<file path="src/rtl/hazard_unit.sv">
// rtl/hazard_unit.sv - RAW forwarding, load-use stall FSM and branch flush control
// Optional performance counters are built only when HU_PERF_CNT_EN is defined.
module hazard_unit #(
    parameter int REG_AW   = 5,
    parameter int LOAD_LAT = 1,
    parameter int CNT_W    = 32
) (
    input  logic              clk,
    input  logic              rst,
    input  logic [REG_AW-1:0] rs1_fd,
    input  logic [REG_AW-1:0] rs2_fd,
    input  logic [REG_AW-1:0] rs1_de,
    input  logic [REG_AW-1:0] rs2_de,
    input  logic [REG_AW-1:0] rd_de,
    input  logic              MemRd_de,
    input  logic [REG_AW-1:0] rd_me,
    input  logic              RUWr_me,
    input  logic [REG_AW-1:0] rd_wb,
    input  logic              RUWr_wb,
    input  logic              br_taken_ex,
    output logic [1:0]        rs1_exSrc,
    output logic [1:0]        rs2_exSrc,
    output logic              stall_pc,
    output logic              stall_fd,
    output logic              flush_fd,
    output logic              flush_de,
    output logic [CNT_W-1:0]  stall_cnt,
    output logic [CNT_W-1:0]  flush_cnt
);

    localparam logic [0:0] S_IDLE  = 1'b0;
    localparam logic [0:0] S_STALL = 1'b1;

    localparam logic [1:0] SRC_RF = 2'b00;
    localparam logic [1:0] SRC_ME = 2'b01;
    localparam logic [1:0] SRC_WB = 2'b10;

    // First STALL-state cycle is the second bubble, hence the -2.
    localparam logic [3:0] CNT_INIT = (LOAD_LAT > 1) ? 4'(LOAD_LAT - 2) : 4'd0;

    logic       ld_stall_en;
    assign ld_stall_en = (LOAD_LAT > 1);

    logic [0:0] state_q, state_nxt;
    logic [3:0] cnt_q, cnt_nxt;
    logic       fwd1_me, fwd1_wb, fwd2_me, fwd2_wb;
    logic       load_use;

    // ME forwarding wins over WB because it carries the younger value.
    assign fwd1_me = RUWr_me && (rd_me != '0) && (rd_me == rs1_de);
    assign fwd1_wb = RUWr_wb && (rd_wb != '0) && (rd_wb == rs1_de);
    assign fwd2_me = RUWr_me && (rd_me != '0) && (rd_me == rs2_de);
    assign fwd2_wb = RUWr_wb && (rd_wb != '0) && (rd_wb == rs2_de);

    assign rs1_exSrc = fwd1_me ? SRC_ME : (fwd1_wb ? SRC_WB : SRC_RF);
    assign rs2_exSrc = fwd2_me ? SRC_ME : (fwd2_wb ? SRC_WB : SRC_RF);

    assign load_use = MemRd_de && (rd_de != '0) && ((rd_de == rs1_fd) || (rd_de == rs2_fd));

    always_comb begin
        stall_pc  = 1'b0;
        flush_fd  = 1'b0;
        flush_de  = 1'b0;
        state_nxt = state_q;
        cnt_nxt   = cnt_q;
        if (!rst) begin
            case (state_q)
                S_IDLE: begin
                    if (br_taken_ex) begin
                        flush_fd = 1'b1;
                        flush_de = 1'b1;
                    end else if (load_use) begin
                        stall_pc = 1'b1;
                        flush_de = 1'b1;
                        if (ld_stall_en) begin
                            state_nxt = S_STALL;
                            cnt_nxt   = CNT_INIT;
                        end
                    end
                end
                S_STALL: begin
                    if (br_taken_ex) begin
                        flush_fd  = 1'b1;
                        flush_de  = 1'b1;
                        state_nxt = S_IDLE;
                        cnt_nxt   = 4'd0;
                    end else begin
                        stall_pc = 1'b1;
                        flush_de = 1'b1;
                        if (cnt_q == 4'd0) begin
                            state_nxt = S_IDLE;
                        end else begin
                            cnt_nxt = cnt_q - 4'd1;
                        end
                    end
                end
                default: begin
                    state_nxt = S_IDLE;
                    cnt_nxt   = 4'd0;
                end
            endcase
        end
    end

    assign stall_fd = stall_pc;

    always_ff @(posedge clk or posedge rst) begin
        if (rst) begin
            state_q <= S_IDLE;
            cnt_q   <= 4'd0;
        end else begin
            state_q <= state_nxt;
            cnt_q   <= cnt_nxt;
        end
    end

`ifdef HU_PERF_CNT_EN
    logic [CNT_W-1:0] stall_cnt_q, flush_cnt_q;

    // Saturating counters; only a reset clears them.
    always_ff @(posedge clk or posedge rst) begin
        if (rst) begin
            stall_cnt_q <= '0;
            flush_cnt_q <= '0;
        end else begin
            if (stall_pc && (stall_cnt_q != '1)) begin
                stall_cnt_q <= stall_cnt_q + CNT_W'(1);
            end
            if (flush_fd && (flush_cnt_q != '1)) begin
                flush_cnt_q <= flush_cnt_q + CNT_W'(1);
            end
        end
    end

    assign stall_cnt = stall_cnt_q;
    assign flush_cnt = flush_cnt_q;
`else
    assign stall_cnt = '0;
    assign flush_cnt = '0;
`endif

endmodule

</file>
<file path="config.mk">
export PLATFORM = sky130hd
export DESIGN_NAME = hazard_unit
export DESIGN_NICKNAME = d
export VERILOG_FILES = /design/src/rtl/hazard_unit.sv
export SDC_FILE = /design/constraint.sdc
export NUM_CORES = 1
export LEC_CHECK = 0
export BUFFER_PORTS_ARGS = -buffer_cell sky130_fd_sc_hd__buf_2
export CAP_MARGIN = 20
export CORE_MARGIN = 3
export CORE_UTILIZATION = 30
export CTS_CLUSTER_DIAMETER = 150
export DETAILED_ROUTE_END_ITERATION = 12
export PLACE_DENSITY_LB_ADDON = 0.12
export SLEW_MARGIN = 20
export SYNTH_ARGS = -nofsm -noshare
export SYNTH_HDL_FRONTEND = slang
export SYNTH_SLANG_ARGS = --single-unit
</file>
<file path="constraint.sdc">
create_clock -name clk -period 3.5 [get_ports clk]
set_input_delay 0.175 -clock clk [delete_from_list [all_inputs] [get_ports clk]]
set_output_delay 0.175 -clock clk [all_outputs]
set_load 0.02 [all_outputs]
</file>
# Word level (Yosys, flattened, before mapping)
# Cells that the tools add are included.
dict set report op_classes {
  n_bitwise 2
  muxes 20
  reduce_logical 14
  eq_ne 7
  addsub 1
}
# cell count
set op_table {}
lappend op_table {{5-bit equality test} 6}
lappend op_table {{5-bit nonzero test} 3}
lappend op_table {{4-bit 2-to-1 mux} 3}
lappend op_table {{1-bit 2-to-1 mux} 10}
lappend op_table {{1-bit logical AND} 8}
lappend op_table {{2-bit 2-to-1 mux} 4}
lappend op_table {{1-bit case mux with 2 select lines} 3}
lappend op_table {{4-bit logical NOT} 1}
lappend op_table {{4-bit by 1-bit subtractor with 4-bit output, second input constant} 1}
lappend op_table {{3-bit != test, second input constant} 1}
lappend op_table {{3-bit AND reduction} 1}
lappend op_table {{1-bit NOT} 2}
lappend op_table {{1-bit logical OR} 1}
dict set report word_totals {
  ff_bits 5
  out_inout_bits 72
  in_bits 41
  wordCells 46
}

# Logic depth before layout (Yosys ltp)
dict set report logic_depth {
  ltp_word 7
  ltp_mapped 6
  ltp_nobuf 6
}

# Least setup slack after synthesis
# OpenSTA, ideal clock, no wires.
dict set report synth_path {
  path_type {input-to-output}
  startpoint {input rd_me[1]}
  endpoint {output rs1_exSrc[1]}
  path_stages 4
  required_ns 3.325
  setup_slack_ns 1.905
  arrival_ns 1.420
  cell_sequence {or4_4 o21ai_2 nor4_1 nor4_2}
}
dict set report synth_between {
  elab_chain_len 4
  word_cells_on_any_way 5
}
# item line
set synth_lines {}
lappend synth_lines {{start: declaration} 16} ;# input logic [REG_AW-1:0] rd_me,
lappend synth_lines {{5-bit nonzero test} 50} ;# assign fwd1_me = RUWr_me && (rd_me != '0) && (rd_me == rs1_de);
lappend synth_lines {{1-bit logical AND} 50}
lappend synth_lines {{1-bit logical AND (*)} 50}
lappend synth_lines {{via fwd1_me} 46} ;# logic fwd1_me, fwd1_wb, fwd2_me, fwd2_wb;
lappend synth_lines {{2-bit 2-to-1 mux (*)} 55} ;# assign rs1_exSrc = fwd1_me ? SRC_ME : (fwd1_wb ? SRC_WB : SRC_RF);
lappend synth_lines {{end: declaration} 21} ;# output logic [1:0] rs1_exSrc,
# The timed path passes the listed nets; every way through them passes the cells marked *.

# Final worst setup path
dict set report layout_path {
  startpoint {input rst}
  endpoint {output stall_pc}
}
dict set report layout_between {
  elab_chain_len 1
}
# item line
set layout_lines {}
lappend layout_lines {{start: declaration} 9} ;# input logic rst,
lappend layout_lines {{1-bit 2-to-1 mux} 66} ;# if (!rst) begin
lappend layout_lines {{end: declaration} 23} ;# output logic stall_pc,
# Every way passes these cells.

==> metrics.cfg <==
[floorplan]
fp.coreArea_um2 = 3771
die_w_um = 69.38
io_pins = 113
die_h_um = 69.38
fp-row-count = 22
dieArea_um2 = 4813
initial_core_util = 0.3195

[timing]
hold_viol = 0
rsz0062_at_grt = no
fin_hold_ws_ps = 333.1
finalCritPeriodShare = 0.5011
period_needed_ps = 1754
skew_ps = 2.438
fin_setup_tns_ps = 0
slew_viol_final = 0
fmax_mhz = 570.2
setup_slack_ps = 1746
setup_viol = 0

[finish]
final-seq-area_um2 = 125.1
nFillCells = 428
fin_nets = 247
multi_input_area_um2 = 794.5
stdcell_area_um2 = 1294
area_growth_pct = 7.373
final_core_util = 0.3431
drive_gt1_frac = 0.2696
instances_no_fill = 252
antenna_cells = 0

[clock_network]
clockRootBuffer = clkbuf_8
cts_tree = yes
clock_latency_ps = 220
htree_levels = 1
cts.sinks = 5
cts_resized = 0
numCtsBuffers = 3
clock_path_buffers = 2
clk_pin_slew_worst_paths_ps = 30

[yosys]
ys_types = 27
avgSynthCellArea_um2 = 7.774
ys_seq_area_frac = 0.1038
synth_area_um2 = 1205
async_reset_ff_frac = 1.000
synth-edff-count = 0
ys_seq_elements = 5
ys_warn_count = 0
synth_cells = 155
synth_flop_cell = dfrtp_1

[critical_path]
cp_cell_sequence = dlygate4sd3_1 > buf_2 > nor2b_1 > inv_1 > o22ai_1 > buf_2
critical-path-top-delay-family = buffers and inverters
critPathKind = input port to output pin
required_ps = 3320
critical_path.max_stage_delay_ps = 530
worstPathMaxFanout = 5
cp-start-kind = input port
worstPathArrival_ps = 1580
cp_common_cell = buf_2
cp_num_buf_inv = 4
crit_path_end_kind = output pin
slowest_stage = dlygate4sd3_1

[pwr]
p_switching_mw = 0.1288
pwr-share-comb = 0.466
power.density_nw_per_um2 = 235.5
seqPwrFrac = 0.191
total_power_mw = 0.3047
clockPowerShare = 0.343
peakVddDrop_mv = 0.08528
p_sw_frac = 0.4226
leakage_nw = 0.7203
p_int_mw = 0.1759

[place]
io_buffers = 48
place_congestion = 0.7360
place_inst = 247
placed_area_um2 = 1239
post-dp-hpwl_um = 2156
place_ws_ps = 1775

[global_route]
grt_pass1_vias = 859
grt_pass1_wl_um = 3615
antenna_found_initial = 0
grt.overflow.total = 0
grtUsageTotal = 0.08848
grt_max_degree = 8

[flow_run]
maxCapViolations = 0

[drt]
drc_errors = 0
firstDrtPassIters = 2
drt.antenna.violating_nets = 0
wire_per_inst_um = 9.214
drt-initial-drc-count = 16
via_per_inst = 3.821
vias = 963
wl_um = 2322

[min_path]
min_path_type = input port to flop

[run_status]
status = finished, final reports clean

-- final timing paths --
check / from / endpoint / slack, ps / cells after the start
setup / recovery: rst / stall_pc / 1750 / 6
hold / removal: br_taken_ex / cnt_q[1] / 330 / 4
setup reg to reg: cnt_q[0] / cnt_q[3] / 2030 / 6
hold reg to reg: state_q / cnt_q[3] / 500 / 1
max in group asynchronous: rst / cnt_q[1] / 2850 / 3
min in group asynchronous: rst / cnt_q[3] / 450 / 3
-- layout by cell type (no fill, tap or decap), types with 4 or more instances in the layout --
| cell | n |
|---|---|
| buf_2 | 48 |
| conb_1 | 64 |
| dfrtp_1 | 5 |
| inv_1 | 5 |
| nand3_1 | 5 |
| nor2_1 | 7 |
| nor3_1 | 4 |
| o21ai_0 | 4 |
| xnor2_1 | 6 |
| xor2_1 | 25 |
-- kinds of logic (layout without fill, tap and decap cells) --
group	count (synthesis)	after routing	share of synthesized area
buf+inv	72	58	0.4330
simple gates	34	34	0.1682
xor+xnor	31	31	0.2253
compound gates	11	11	0.05607
flops	5	5	0.1038
fa+ha+maj	1	1	0.01038
other cells	1	64	0.003112
-- synthesized netlist by cell type, types with 2 or more instances --
master   number  area, um^2
xnor2_1       6       52.55
buf_4        67       503.0
nor4_2        2       25.02
or4_1         3       22.52
o21ai_0       4       20.02
nor3_1        4       20.02
nor2b_1       3       18.77
nand2_1       3       11.26
inv_1         5       18.77
a22oi_1       2       15.01
xor2_1       25       219.0
nor2_1        7       26.28
nor4_1        2       12.51
dfrtp_1       5       125.1
nand3_1       5       25.02
-- power by group through the flow --
stage	Sequential, mW	Clock (mW)	Combinational [mW]
5_1_grt	0.0581	0.116	0.156
6_report	0.0582	0.105	0.142
2_1_floorplan	0.0589	0	0.153
4_1_cts	0.0582	0.109	0.141
3_3_place_gp	0.0589	0	0.141
3_5_place_dp	0.0589	0	0.140
-- registers in the layout, summed over array words and instances (netlist names) --
signal	count
cnt_q	4
state_q	1
-- worst reg2reg max path, delay by kind of cell (launching register included) --
family	cells	cell delay, ps
AND/OR/NAND/NOR	2	490
adder cells (fa/ha/maj)	1	190
flip-flops	1	390
buffers and inverters	1	80
AO/OA/AOI/OAI	1	50
XOR/XNOR	1	150
-- metal layers --
| layer | GRT usage | part of all wire | up-vias |
|---|---|---|---|
| met5 | 0 | 0 | - |
| met4 | 0.02603 | 0 | 0 |
| met3 | 0.03333 | 0.14 | 0 |
| met2 | 0.1547 | 0.52 | 65 |
| met1 | 0.09922 | 0.34 | 427 |
| li1 | - | - | 471 |
-- cell type report --
type / count / share of cell area
Multi-Input combinational cell: 141 / 0.6141
Timing Repair Buffer: 49 / 0.1934
Sequential cell: 5 / 0.09671
Tap cell: 48 / 0.04642
Clock buffer: 4 / 0.03482
Inverter: 5 / 0.01451
-- repair_timing --
action | in CTS | in global routing
setup buffers | 0 | 0
hold buffers | 1 | 0
hold endpoints to repair | 5 | 0
No activity file was read; power rests on OpenSTA's default activity.
